--- config.mk ---
export PLATFORM = sky130hd
export DESIGN_NAME = hyperbus_rx_packer_flat
export DESIGN_NICKNAME = d
export VERILOG_FILES = /design/src/rtl/hyperbus_pkg.sv /design/src/rtl/hyperbus_rx_packer_if.sv /design/src/rtl/hyperbus_rx_lane_cnt.sv /design/src/rtl/hyperbus_rx_packer.sv /design/src/flat_wrapper.sv
export SDC_FILE = /design/constraint.sdc
export NUM_CORES = 1
export LEC_CHECK = 0
export CAP_MARGIN = 20
export CORE_MARGIN = 4
export CORE_UTILIZATION = 55
export DETAILED_ROUTE_END_ITERATION = 16
export PLACE_DENSITY = 0.84
export SETUP_SLACK_MARGIN = 0.5
export SYNTH_ARGS = -nofsm -noshare
export SYNTH_HDL_FRONTEND = slang
export SYNTH_SLANG_ARGS = --single-unit
--- constraint.sdc ---
create_clock -name clk_i -period 2.8 [get_ports clk_i]
set_input_delay 0.56 -clock clk_i [delete_from_list [all_inputs] [get_ports clk_i]]
set_output_delay 0.56 -clock clk_i [all_outputs]
set_load 0.05 [all_outputs]
--- src/rtl/hyperbus_pkg.sv ---
// Shared HyperBus types: PHY RX word layout and RX packer FSM states.
package hyperbus_pkg;

  localparam int unsigned HyperNumPhys  = 2;
  localparam int unsigned HyperPhyWidth = 16 * HyperNumPhys;

  typedef struct packed {
    logic [HyperPhyWidth-1:0] data;
    logic                     last;
    logic                     error;
  } hyper_rx_t;

  typedef enum logic {
    IDLE,
    PACK
  } rx_pack_state_e;

  function automatic int unsigned lane_idx_w(
    input int unsigned ratio
  );
    return (ratio > 1) ? $clog2(ratio) : 1;
  endfunction

endpackage

--- src/rtl/hyperbus_rx_packer_if.sv ---
// Command, PHY-word and packed-word handshakes of the RX packer.
interface hyperbus_rx_packer_if
  import hyperbus_pkg::*;
#(
  parameter int unsigned NumPhys      = 2,
  parameter int unsigned AxiDataWidth = 64
);

  localparam int unsigned PhyWidth = 16 * NumPhys;
  localparam int unsigned Ratio    = AxiDataWidth / PhyWidth;
  localparam int unsigned IdxW     = lane_idx_w(Ratio);

  logic [IdxW-1:0]           cmd_offset_i;
  logic                      cmd_valid_i;
  logic                      cmd_ready_o;
  hyper_rx_t                 rx_i;
  logic                      rx_valid_i;
  logic                      rx_ready_o;
  logic [AxiDataWidth-1:0]   data_o;
  logic [AxiDataWidth/8-1:0] strb_o;
  logic                      last_o;
  logic                      error_o;
  logic                      valid_o;
  logic                      ready_i;

  modport slave (
    input  cmd_offset_i,
    input  cmd_valid_i,
    output cmd_ready_o,
    input  rx_i,
    input  rx_valid_i,
    output rx_ready_o,
    output data_o,
    output strb_o,
    output last_o,
    output error_o,
    output valid_o,
    input  ready_i
  );

  modport master (
    output cmd_offset_i,
    output cmd_valid_i,
    input  cmd_ready_o,
    output rx_i,
    output rx_valid_i,
    input  rx_ready_o,
    input  data_o,
    input  strb_o,
    input  last_o,
    input  error_o,
    input  valid_o,
    output ready_i
  );

endinterface

--- src/rtl/hyperbus_rx_lane_cnt.sv ---
// Lane counter for the RX packer: load, increment with wrap, clear,
// and a terminal-count flag on the last lane.
module hyperbus_rx_lane_cnt #(
  parameter int unsigned Ratio = 2,
  parameter int unsigned IdxW  = 1
) (
  input  logic            clk_i,
  input  logic            rst_i,
  input  logic            load,
  input  logic [IdxW-1:0] load_val,
  input  logic            incr,
  input  logic            clr,
  output logic [IdxW-1:0] idx,
  output logic            tc
);

  localparam logic [IdxW-1:0] LastIdx = IdxW'(Ratio - 1);

  logic [IdxW-1:0] idx_q;

  always_ff @(posedge clk_i) begin
    if (rst_i) begin
      idx_q <= '0;
    end else if (load) begin
      idx_q <= (Ratio > 1) ? load_val : '0;
    end else if (clr || (incr && tc)) begin
      idx_q <= '0;
    end else if (incr) begin
      idx_q <= idx_q + 1'b1;
    end
  end

  assign idx = idx_q;
  assign tc  = (idx_q == LastIdx);

endmodule

--- src/rtl/hyperbus_rx_packer.sv ---
// Packs PHY RX words into AXI-width words with byte strobes and merged errors.
// HYPERBUS_RX_PACKER_ZERO_FILL_EN: lanes with strb=0 read as zero on data_o.
module hyperbus_rx_packer
  import hyperbus_pkg::*;
#(
  parameter int unsigned NumPhys      = 2,
  parameter int unsigned AxiDataWidth = 64
) (
  input logic                 clk_i,
  input logic                 rst_i,
  hyperbus_rx_packer_if.slave bus
);

  localparam int unsigned PhyWidth = 16 * NumPhys;
  localparam int unsigned Ratio    = AxiDataWidth / PhyWidth;
  localparam int unsigned IdxW     = lane_idx_w(Ratio);
  localparam int unsigned StrbW    = AxiDataWidth / 8;
  localparam int unsigned LaneB    = PhyWidth / 8;

  if (NumPhys != HyperNumPhys) begin : g_bad_phys
    $error("NumPhys must match hyper_rx_t width");
  end

  if (Ratio == 0 || AxiDataWidth != Ratio * PhyWidth
      || (Ratio & (Ratio - 1)) != 0) begin : g_bad_ratio
    $error("AxiDataWidth/PhyWidth must be a power of two");
  end

  rx_pack_state_e state_q, state_d;

  logic [IdxW-1:0]         lane;
  logic                    lane_tc;
  logic                    cmd_ready;
  logic                    rx_ready;
  logic                    cmd_hs;
  logic                    rx_hs;
  logic                    done;
  logic                    stall;
  logic [AxiDataWidth-1:0] acc_data_q;
  logic [StrbW-1:0]        acc_strb_q;
  logic                    acc_err_q;
  logic [AxiDataWidth-1:0] merge_data;
  logic [StrbW-1:0]        merge_strb;
  logic                    merge_err;
  logic [AxiDataWidth-1:0] data_q;
  logic [StrbW-1:0]        strb_q;
  logic                    last_q;
  logic                    err_q;
  logic                    valid_q;

  // A beat completes on the last lane or on burst end; it may only be
  // taken when the output register is free or draining this cycle.
  assign done  = lane_tc | bus.rx_i.last;
  assign stall = valid_q & ~bus.ready_i & done;

  always_ff @(posedge clk_i) begin
    if (rst_i) begin
      state_q <= IDLE;
    end else begin
      state_q <= state_d;
    end
  end

  always_comb begin
    state_d   = state_q;
    cmd_ready = 1'b0;
    rx_ready  = 1'b0;
    unique case (1'b1)
      (state_q == IDLE): begin
        cmd_ready = 1'b1;
        if (bus.cmd_valid_i) state_d = PACK;
      end
      (state_q == PACK): begin
        rx_ready = ~stall;
        if (bus.rx_valid_i && rx_ready && bus.rx_i.last) state_d = IDLE;
      end
      default: state_d = IDLE;
    endcase
  end

  assign cmd_hs = bus.cmd_valid_i & cmd_ready;
  assign rx_hs  = bus.rx_valid_i & rx_ready;

  hyperbus_rx_lane_cnt #(
    .Ratio(Ratio),
    .IdxW (IdxW)
  ) u_lane_cnt (
    .clk_i   (clk_i),
    .rst_i   (rst_i),
    .load    (cmd_hs),
    .load_val(bus.cmd_offset_i),
    .incr    (rx_hs),
    .clr     (rx_hs & bus.rx_i.last),
    .idx     (lane),
    .tc      (lane_tc)
  );

  always_comb begin
    merge_data = acc_data_q;
    merge_strb = acc_strb_q;
    merge_data[lane*PhyWidth +: PhyWidth] = bus.rx_i.data;
    merge_strb[lane*LaneB +: LaneB] = '1;
    merge_err = acc_err_q | bus.rx_i.error;
  end

  always_ff @(posedge clk_i) begin
    if (rst_i) begin
      acc_data_q <= '0;
      acc_strb_q <= '0;
      acc_err_q  <= 1'b0;
      data_q     <= '0;
      strb_q     <= '0;
      last_q     <= 1'b0;
      err_q      <= 1'b0;
      valid_q    <= 1'b0;
    end else begin
      if (cmd_hs) begin
        acc_strb_q <= '0;
        acc_err_q  <= 1'b0;
      end
      if (rx_hs && !done) begin
        acc_data_q <= merge_data;
        acc_strb_q <= merge_strb;
        acc_err_q  <= merge_err;
      end
      if (rx_hs && done) begin
        data_q     <= merge_data;
        strb_q     <= merge_strb;
        err_q      <= merge_err;
        last_q     <= bus.rx_i.last;
        valid_q    <= 1'b1;
        acc_strb_q <= '0;
        acc_err_q  <= 1'b0;
      end else if (bus.ready_i) begin
        valid_q <= 1'b0;
      end
    end
  end

`ifdef HYPERBUS_RX_PACKER_ZERO_FILL_EN
  logic [AxiDataWidth-1:0] fill_mask;

  always_comb begin
    fill_mask = '0;
    for (int b = 0; b < StrbW; b++) begin
      fill_mask[b*8 +: 8] = {8{strb_q[b]}};
    end
  end

  assign bus.data_o = data_q & fill_mask;
`else
  assign bus.data_o = data_q;
`endif

  assign bus.cmd_ready_o = cmd_ready;
  assign bus.rx_ready_o  = rx_ready;
  assign bus.strb_o      = strb_q;
  assign bus.last_o      = last_q;
  assign bus.error_o     = err_q;
  assign bus.valid_o     = valid_q;

endmodule
--- src/flat_wrapper.sv ---
// flat-port wrapper written by rule: the top's interface ports become plain ports
module hyperbus_rx_packer_flat import hyperbus_pkg::*;
#(
  parameter int unsigned NumPhys      = 2,
  parameter int unsigned AxiDataWidth = 64
)
  (clk_i, rst_i, bus_cmd_offset_i, bus_cmd_valid_i, bus_cmd_ready_o, bus_rx_i, bus_rx_valid_i, bus_rx_ready_o, bus_data_o, bus_strb_o, bus_last_o, bus_error_o, bus_valid_o, bus_ready_i);
  hyperbus_rx_packer_if #(.NumPhys(NumPhys), .AxiDataWidth(AxiDataWidth)) bus_i ();
  input logic clk_i;
  input logic rst_i;
  input wire logic [$bits(bus_i.cmd_offset_i)-1:0] bus_cmd_offset_i;
  input wire logic [$bits(bus_i.cmd_valid_i)-1:0] bus_cmd_valid_i;
  output wire logic [$bits(bus_i.cmd_ready_o)-1:0] bus_cmd_ready_o;
  input wire logic [$bits(bus_i.rx_i)-1:0] bus_rx_i;
  input wire logic [$bits(bus_i.rx_valid_i)-1:0] bus_rx_valid_i;
  output wire logic [$bits(bus_i.rx_ready_o)-1:0] bus_rx_ready_o;
  output wire logic [$bits(bus_i.data_o)-1:0] bus_data_o;
  output wire logic [$bits(bus_i.strb_o)-1:0] bus_strb_o;
  output wire logic [$bits(bus_i.last_o)-1:0] bus_last_o;
  output wire logic [$bits(bus_i.error_o)-1:0] bus_error_o;
  output wire logic [$bits(bus_i.valid_o)-1:0] bus_valid_o;
  input wire logic [$bits(bus_i.ready_i)-1:0] bus_ready_i;
  assign bus_i.cmd_offset_i = bus_cmd_offset_i;
  assign bus_i.cmd_valid_i = bus_cmd_valid_i;
  assign bus_cmd_ready_o = bus_i.cmd_ready_o;
  assign bus_i.rx_i = bus_rx_i;
  assign bus_i.rx_valid_i = bus_rx_valid_i;
  assign bus_rx_ready_o = bus_i.rx_ready_o;
  assign bus_data_o = bus_i.data_o;
  assign bus_strb_o = bus_i.strb_o;
  assign bus_last_o = bus_i.last_o;
  assign bus_error_o = bus_i.error_o;
  assign bus_valid_o = bus_i.valid_o;
  assign bus_i.ready_i = bus_ready_i;
  hyperbus_rx_packer #(.NumPhys(NumPhys), .AxiDataWidth(AxiDataWidth)) u_core (.clk_i(clk_i), .rst_i(rst_i), .bus(bus_i));
endmodule
==> results of run 1 <==
==> cell type report <==
type | instances | area [sq um] | area share, %
clock inverter | 10 | 144 | 1.83
inverter | 2 | 7.51 | 0.0955
tap | 136 | 170 | 2.16
timing repair buffer | 133 | 1370 | 17.4
clock buffer | 21 | 449 | 5.71
multi-input combinational | 377 | 2710 | 34.5
sequential | 150 | 3010 | 38.2
==> placed cells by master (no fill, tap or decap), drive strengths merged <==
cell and count:
clkdlybuf4s50 101, o21a 1, a211oi 66, and3 5, nand4bb 1, o2bb2ai 1
nor4 6, nand2b 3, clkinvlp 1, a22oi 1, clkinv 3, nand3 2
mux2i 64, nor4bb 1, inv 5, buf 19, o211a 1, nor2b 34
nor3 5, dfxtp 150, and2 1, nand2 65, bufinv 3, nor2 5
a31oi 68, clkbuf 21, a21oi 40, o221a 4, dlymetal6s2s 11, or2 1
dlygate4sd2 2, o21ai 2
==> state kept, by name, indices dropped and copies added (netlist names) <==
| signal | cells |
|---|---|
| u_core.acc_strb_q | 8 |
| u_core.acc_data_q | 64 |
| u_core.bus.data_o | 64 |
| u_core.bus.last_o | 1 |
| u_core.state_q | 1 |
| u_core.acc_err_q | 1 |
| u_core.u_lane_cnt.idx | 1 |
| u_core.bus.error_o | 1 |
| u_core.bus.valid_o | 1 |
| u_core.bus.strb_o | 8 |
==> cells by family (layout without fill, tap and decap cells) <==
family,after synthesis,in the layout,share of synthesized area [%]
AOI/OAI and AO/OA,184,184,23.0
muxes,64,64,10.7
DFF,150,150,50.1
and+or+nand+nor,129,129,11.0
buffers and inverters,68,166,5.30
==> where the power goes <==
part	leakage (nW)	internal (W)	switching, W	total [W]
combinational	1.31	0.000307	0.000526	0.000833
sequential	1.22	0.00221	0.0000470	0.00226
clock	0.289	0.00141	0.000867	0.00227
==> through the flow <==
stage / hold WS (ns) / cells
6_report: 0.460 / 829
5_1_grt: 0.467 / 829
4_1_cts: 0.461 / 829
3_5_place_dp: 0.452 / 798
3_3_place_gp: 0.441 / 798
2_1_floorplan: 0.436 / 595
==> layer usage <==
metal	vias up	routed length, microns	global-route usage, %	share of wire (%)
li1	2338	-	-	-
met1	2459	6500	30.8	41
met2	205	8140	43.3	51
met3	23	1050	6.52	6.6
met4	2	182	7.69	1.1
met5	-	13	0	0.082
==> worst min-delay path, cell delays in order (launching register included) <==
cell     delay (ns)
dfxtp_1        0.31
nand2_1        0.05
a21oi_1        0.06
==> worst max-delay path by stage <==
stage	slack, ns	endpoint	cells after the start	startpoint
floorplan	0.62	bus_rx_ready_o	4	bus_rx_i[1]
global placement	0.43	bus_rx_ready_o	4	bus_rx_i[1]
detailed placement	0.42	bus_rx_ready_o	4	bus_rx_i[1]
CTS	0.50	bus_strb_o[6]	1	u_core.bus.strb_o[6]$_SDFFE_PP0P_
global route	0.48	bus_rx_ready_o	4	bus_ready_i
finish	0.55	bus_valid_o	1	u_core.bus.valid_o$_SDFFE_PP0P_
==> Yosys cell counts (all sizes together) (2+ instances only) <==
library cell  count  area (sq um)
mux2i            64           641
inv               2          7.51
dfxtp           150          3000
nor2b            34           213
nor2              5          18.8
a211oi           66           666
nand2b            3          18.8
nor4              6          37.5
buf              24           153
o21ai             2          10.0
clkbuf           42           158
nand2            65           244
and3              5          31.3
nand3             2          10.0
a21oi            40           200
o221a             4          45.0
a31oi            68           425
nor3              5          50.1
==> timing repair <==
action | in CTS | in global routing
pin swaps | 0 | 0
resized for setup | 3 | 11
endpoints found under the hold margin | 0 | 0
setup endpoints to repair | 3 | 11
==> qor.txt, run 1 <==
status -> completed
htree depth -> 4
share of layout cells above drive strength 1 -> 13.7%
gr ovfl total -> 0
power density over the cells -> 682 mW/mm^2
area of the core -> 0.0105 sq mm
Die ar. -> 0.0126 sq mm
Register-to-Register Path Depth -> 5
crit share post-route -> 80.4%
crit-path leading delay family -> buffers and inverters
gpl congestion -> 0.777
FFs w/ async S/R, synth -> 0%
Fmax -> 444 MHz
Residual DRC -> 0
clk root buf -> clkbuf_8
CTS buffer count -> 17
Synth Area per Inst -> 10.1 sq um
vias -> 5,027
Layout Utilization -> 75.1%
Final setup viols -> 0
chip height -> 112 microns
CP required -> 2.24 ns
final WL -> 15.9 mm
first-pass GRT wire length -> 26.1 mm
Clk pin slew, worst setup/hold paths -> 0.06 ns
Post-DP Area -> 0.00724 sq mm
R2R Path End -> u_core.acc_data_q[24]$_SDFFE_PP0P_
Yosys cell types -> 30
drt via density -> 6.06
fin area -> 0.00786 sq mm
cells along the critical path -> clkdlybuf4s50_1
final worst clock skew -> 0.00862 ns
# fillers -> 706
Crit Path Max Fanout -> 3
ANT nets after route -> 0
Layout Nets -> 721
buffers and inverters on the worst path -> 1
Yosys reg bits -> 150
Worst-Skew Late Latency -> 0.51 ns
final hold vios -> 0
sequential share of the synthesized area -> 50.1%
LEAKAGE -> 2.82 nW
Synth-to-Final Area Change -> 31.1%
Post-DP HPWL -> 9.80 mm
startpoint types -> flip-flop
post-place setup slack -> 0.423 ns
drt wl/cell -> 19.2 microns
post-route worst setup slack -> 0.549 ns
post-route setup TNS -> 0 ns
CP Class -> flip-flop to output pin
Clock Path Buffers -> 2
total power -> 0.00536 W
Syn. warnings -> 0
Worst R2R Start -> u_core.u_lane_cnt.idx$_SDFFE_PP0P_
Rows -> 37
Pins Over Slew Limit -> 0
Syn Nets -> 635
Die X -> 112 microns
count of buffers inserted at the top-level ports -> 116
CP peak stage delay -> 0.82 ns
min-delay worst type -> flip-flop to flip-flop
Critical Path End Type -> output pin
worst reg2reg setup slack -> 0.94 ns
DR pass1 iterations -> 5
vias in the first global route -> 5,152
minimum clock period -> 2.25 ns
maximum vdd drop -> 0.000369 V
Post-CTS Setup Inserts -> 0
CTS sink cnt -> 150
ys flop type -> dfxtp_1
All-Layer GR Usage -> 25.1%
initial antenna violation count -> 1
Max Cap Viol -> 0
largest net degree at the start of global routing -> 77
CTS tree -> built
# diodes -> 0
cell area after synthesis -> 0.00600 sq mm
Slew @ Worst Pin -> 0.662 ns
highest-delay cell along the critical path -> clkdlybuf4s50_1
CP Data Arrival Time -> 1.69 ns
Ports -> 117
post-synthesis cell count -> 595
WHS Path Cells -> 2
CTS Hold Bufs -> 0
RSZ-0062 raised after global routing -> yes
EDFF count, synth -> 0
Iteration-0 DRC Markers -> 459
Min-Delay Endpoint -> u_core.acc_data_q[31]$_SDFFE_PP0P_
Initial Util -> 57.3%
Hold Crit Start -> u_core.acc_data_q[31]$_SDFFE_PP0P_
Rel. slew slack -> 55.9%
Note: power is estimated with default switching activity, not from simulation.
==> run 2: changes to the inputs <==
--- a/config.mk
+++ b/config.mk
@@ -7,9 +7,9 @@
 export LEC_CHECK = 0
 export CAP_MARGIN = 20
 export CORE_MARGIN = 4
-export CORE_UTILIZATION = 55
+export CORE_UTILIZATION = 47
 export DETAILED_ROUTE_END_ITERATION = 16
-export PLACE_DENSITY = 0.84
+export PLACE_DENSITY = 0.76
 export SETUP_SLACK_MARGIN = 0.5
 export SYNTH_ARGS = -nofsm -noshare
 export SYNTH_HDL_FRONTEND = slang
==> constraint.sdc (replaced) <==
create_clock -name clk_i -period 2 [get_ports clk_i]
set_input_delay 0.4 -clock clk_i [delete_from_list [all_inputs] [get_ports clk_i]]
set_output_delay 0.4 -clock clk_i [all_outputs]
set_load 0.05 [all_outputs]
==> run 2 against run 1 <==
- via count is 4.6% higher
- die area grew 16%
- cell area grew 6.1%
- sequential share of layout area down 2.1 points
==> qor.txt, run 2 (same netlist as run 1, synthesis figures left out) <==
Post-DP Area -> 0.00746 sq mm (+3.1%)
first-pass GRT wire length -> 26.5 mm (+1.6%)
Register Area -> 0.00301 sq mm (+0.25%)
# fillers -> 999 (+42%)
vias in the first global route -> 5,320 (+3.3%)
fin area -> 0.00834 sq mm (+6.1%)
# diodes -> 0 (unchanged)
CP peak stage delay -> 0.34 ns (-0.48 ns)
Die ar. -> 0.0146 sq mm (+16%)
startpoint types -> flip-flop
ANT nets after route -> 0 (unchanged)
gpl congestion -> 0.870 (+12%)
htree depth -> 4 (unchanged)
largest net degree at the start of global routing -> 62 (-19%)
total power -> 0.00767 W (+43%)
drt via density -> 5.85 (-3.5%)
All-Layer GR Usage -> 22.7% (-2.4 points)
CTS tree -> built
Final setup viols -> 0 (unchanged)
CTS buffer count -> 17 (unchanged)
DR pass1 iterations -> 7 (+2)
Clock Path Buffers -> 2 (unchanged)
Crit Path Max Fanout -> 2 (-1)
gr ovfl total -> 0 (unchanged)
CTS sink cnt -> 150 (unchanged)
non-filler cells, final -> 898 (+8.3%)
Ports -> 117 (unchanged)
area of the core -> 0.0126 sq mm (+20%)
Fmax -> 583 MHz
vias -> 5,256 (+4.6%)
initial antenna violation count -> 0 (-1)
multi-input logic area -> 0.00299 sq mm (+10%)
CP required -> 1.60 ns (-0.64 ns)
final WL -> 18.4 mm (+16%)
share of layout cells above drive strength 1 -> 33.6% (+20 points)
Initial Util -> 47.7% (-9.6 points)
most frequent cells in the layout -> dfxtp_1 (147), buf_2 (69), nand2_1 (65)
cells along the critical path -> or2_4, a21oi_4, buf_12
min-delay worst type -> input pin to flip-flop
CP Data Arrival Time -> 1.31 ns (-0.38 ns)
clk root buf -> clkbuf_16
Iteration-0 DRC Markers -> 411 (-10%)
status -> completed
Layout Nets -> 753 (+4.4%)
highest-delay cell along the critical path -> dfxtp_4
RSZ-0062 raised after global routing -> yes
Clk pin slew, worst setup/hold paths -> 0.06 ns (about the same)
Rel. slew slack -> 66.4% (+11 points)
Fin Hold WS -> 0.358 ns (-0.101 ns)
CP Class -> flip-flop to output pin
crit share post-route -> 85.7%
count of buffers inserted at the top-level ports -> 116 (unchanged)
Pins Over Slew Limit -> 0 (unchanged)
most common cell after layout, fill and taps aside -> dfxtp_1
Post-DP HPWL -> 10.4 mm (+6.0%)
drt wl/cell -> 20.5 microns (+6.8%)
crit-path leading delay family -> flip-flops
buffers and inverters on the worst path -> 1 (unchanged)
Rows -> 41 (+11%)
power density over the cells -> 920 mW/mm^2 (+35%)
Max Cap Viol -> 0 (unchanged)
minimum clock period -> 1.71 ns
Slew @ Worst Pin -> 0.503 ns (-0.159 ns)
final worst clock skew -> 0.00626 ns (-0.00235 ns)
maximum vdd drop -> 0.000664 V (+80%)
count of placed standard cells including taps -> 849 (+6.4%)
Synth-to-Final Area Change -> 39.0%
final hold vios -> 0 (unchanged)
Residual DRC -> 0 (unchanged)
Die X -> 121 microns (+7.6%)
Critical Path End Type -> output pin
Worst-Skew Late Latency -> 0.42 ns (-0.09 ns)
chip height -> 121 microns (+7.6%)
LEAKAGE -> 3.09 nW (+9.7%)
-- run 2: cell types whose count changed in the layout (fill, tap and decap cells not counted), sizes merged, moves of 2 or more --
| cell | before | now |
|---|---|---|
| clkdlybuf4s50 | 101 | 37 |
| clkbuf | 21 | 31 |
| buf | 19 | 116 |
| and3 | 5 | 7 |
| inv | 5 | 2 |
| dlymetal6s2s | 11 | 0 |
| clkinv | 3 | 6 |
-- run 2: layout make-up --
type,count,area share (%)
sequential,150,36.1
multi-input combinational,379,35.9
timing repair buffer,163,18.2
clock buffer,23,5.97
tap,172,2.58
clock inverter,9,1.17
inverter,2,0.0900
-- run 2: power breakdown --
part,switching (W),internal (W)
Sequential,0.0000696,0.00309
Combinational,0.000827,0.000501
Clock,0.00119,0.00199
Total,0.00209,0.00558
-- run 2: metrics by stage --
step | setup TNS (ns) | util [%] | setup slack [ns]
2_1_floorplan | 0 | - | 0.358
5_1_grt | 0 | 66.4 | 0.248
3_3_place_gp | 0 | 59.4 | 0.0587
4_1_cts | 0 | 62.0 | 0.276
3_5_place_dp | -0.0482 | 59.4 | -0.0340
6_report | 0 | 66.4 | 0.285
-- run 2: worst paths after layout --
path | startpoint | endpoint | slack [ns] | depth (start not counted)
hold / removal | rst_i | u_core.acc_data_q[40]$_SDFFE_PP0P_ | 0.36 | 2
setup / recovery | u_core.u_lane_cnt.idx$_SDFFE_PP0P_ | bus_rx_ready_o | 0.29 | 3
setup reg to reg | u_core.u_lane_cnt.idx$_SDFFE_PP0P_ | u_core.bus.strb_o[3]$_SDFFE_PP0P_ | 0.39 | 6
hold reg to reg | u_core.acc_data_q[30]$_SDFFE_PP0P_ | u_core.acc_data_q[30]$_SDFFE_PP0P_ | 0.46 | 2
-- run 2: repair_timing --
action                                  in CTS  in global routing
endpoints found under the setup margin     115                 72
gates resized for setup                    368                 72
buffers inserted                             2                  2
hold buffers                                 0                  0
cloned                                       1                 12
pin swaps                                    2                  4
-- run 2: per-layer routing --
| metal | part of all wire, % | track usage [%] | up-vias |
|---|---|---|---|
| met5 | 0 | 0 | - |
| met3 | 5.6 | 5.92 | 35 |
| li1 | - | - | 2426 |
| met4 | 2.3 | 10.3 | 0 |
| met2 | 51 | 38.2 | 212 |
| met1 | 41 | 27.2 | 2583 |
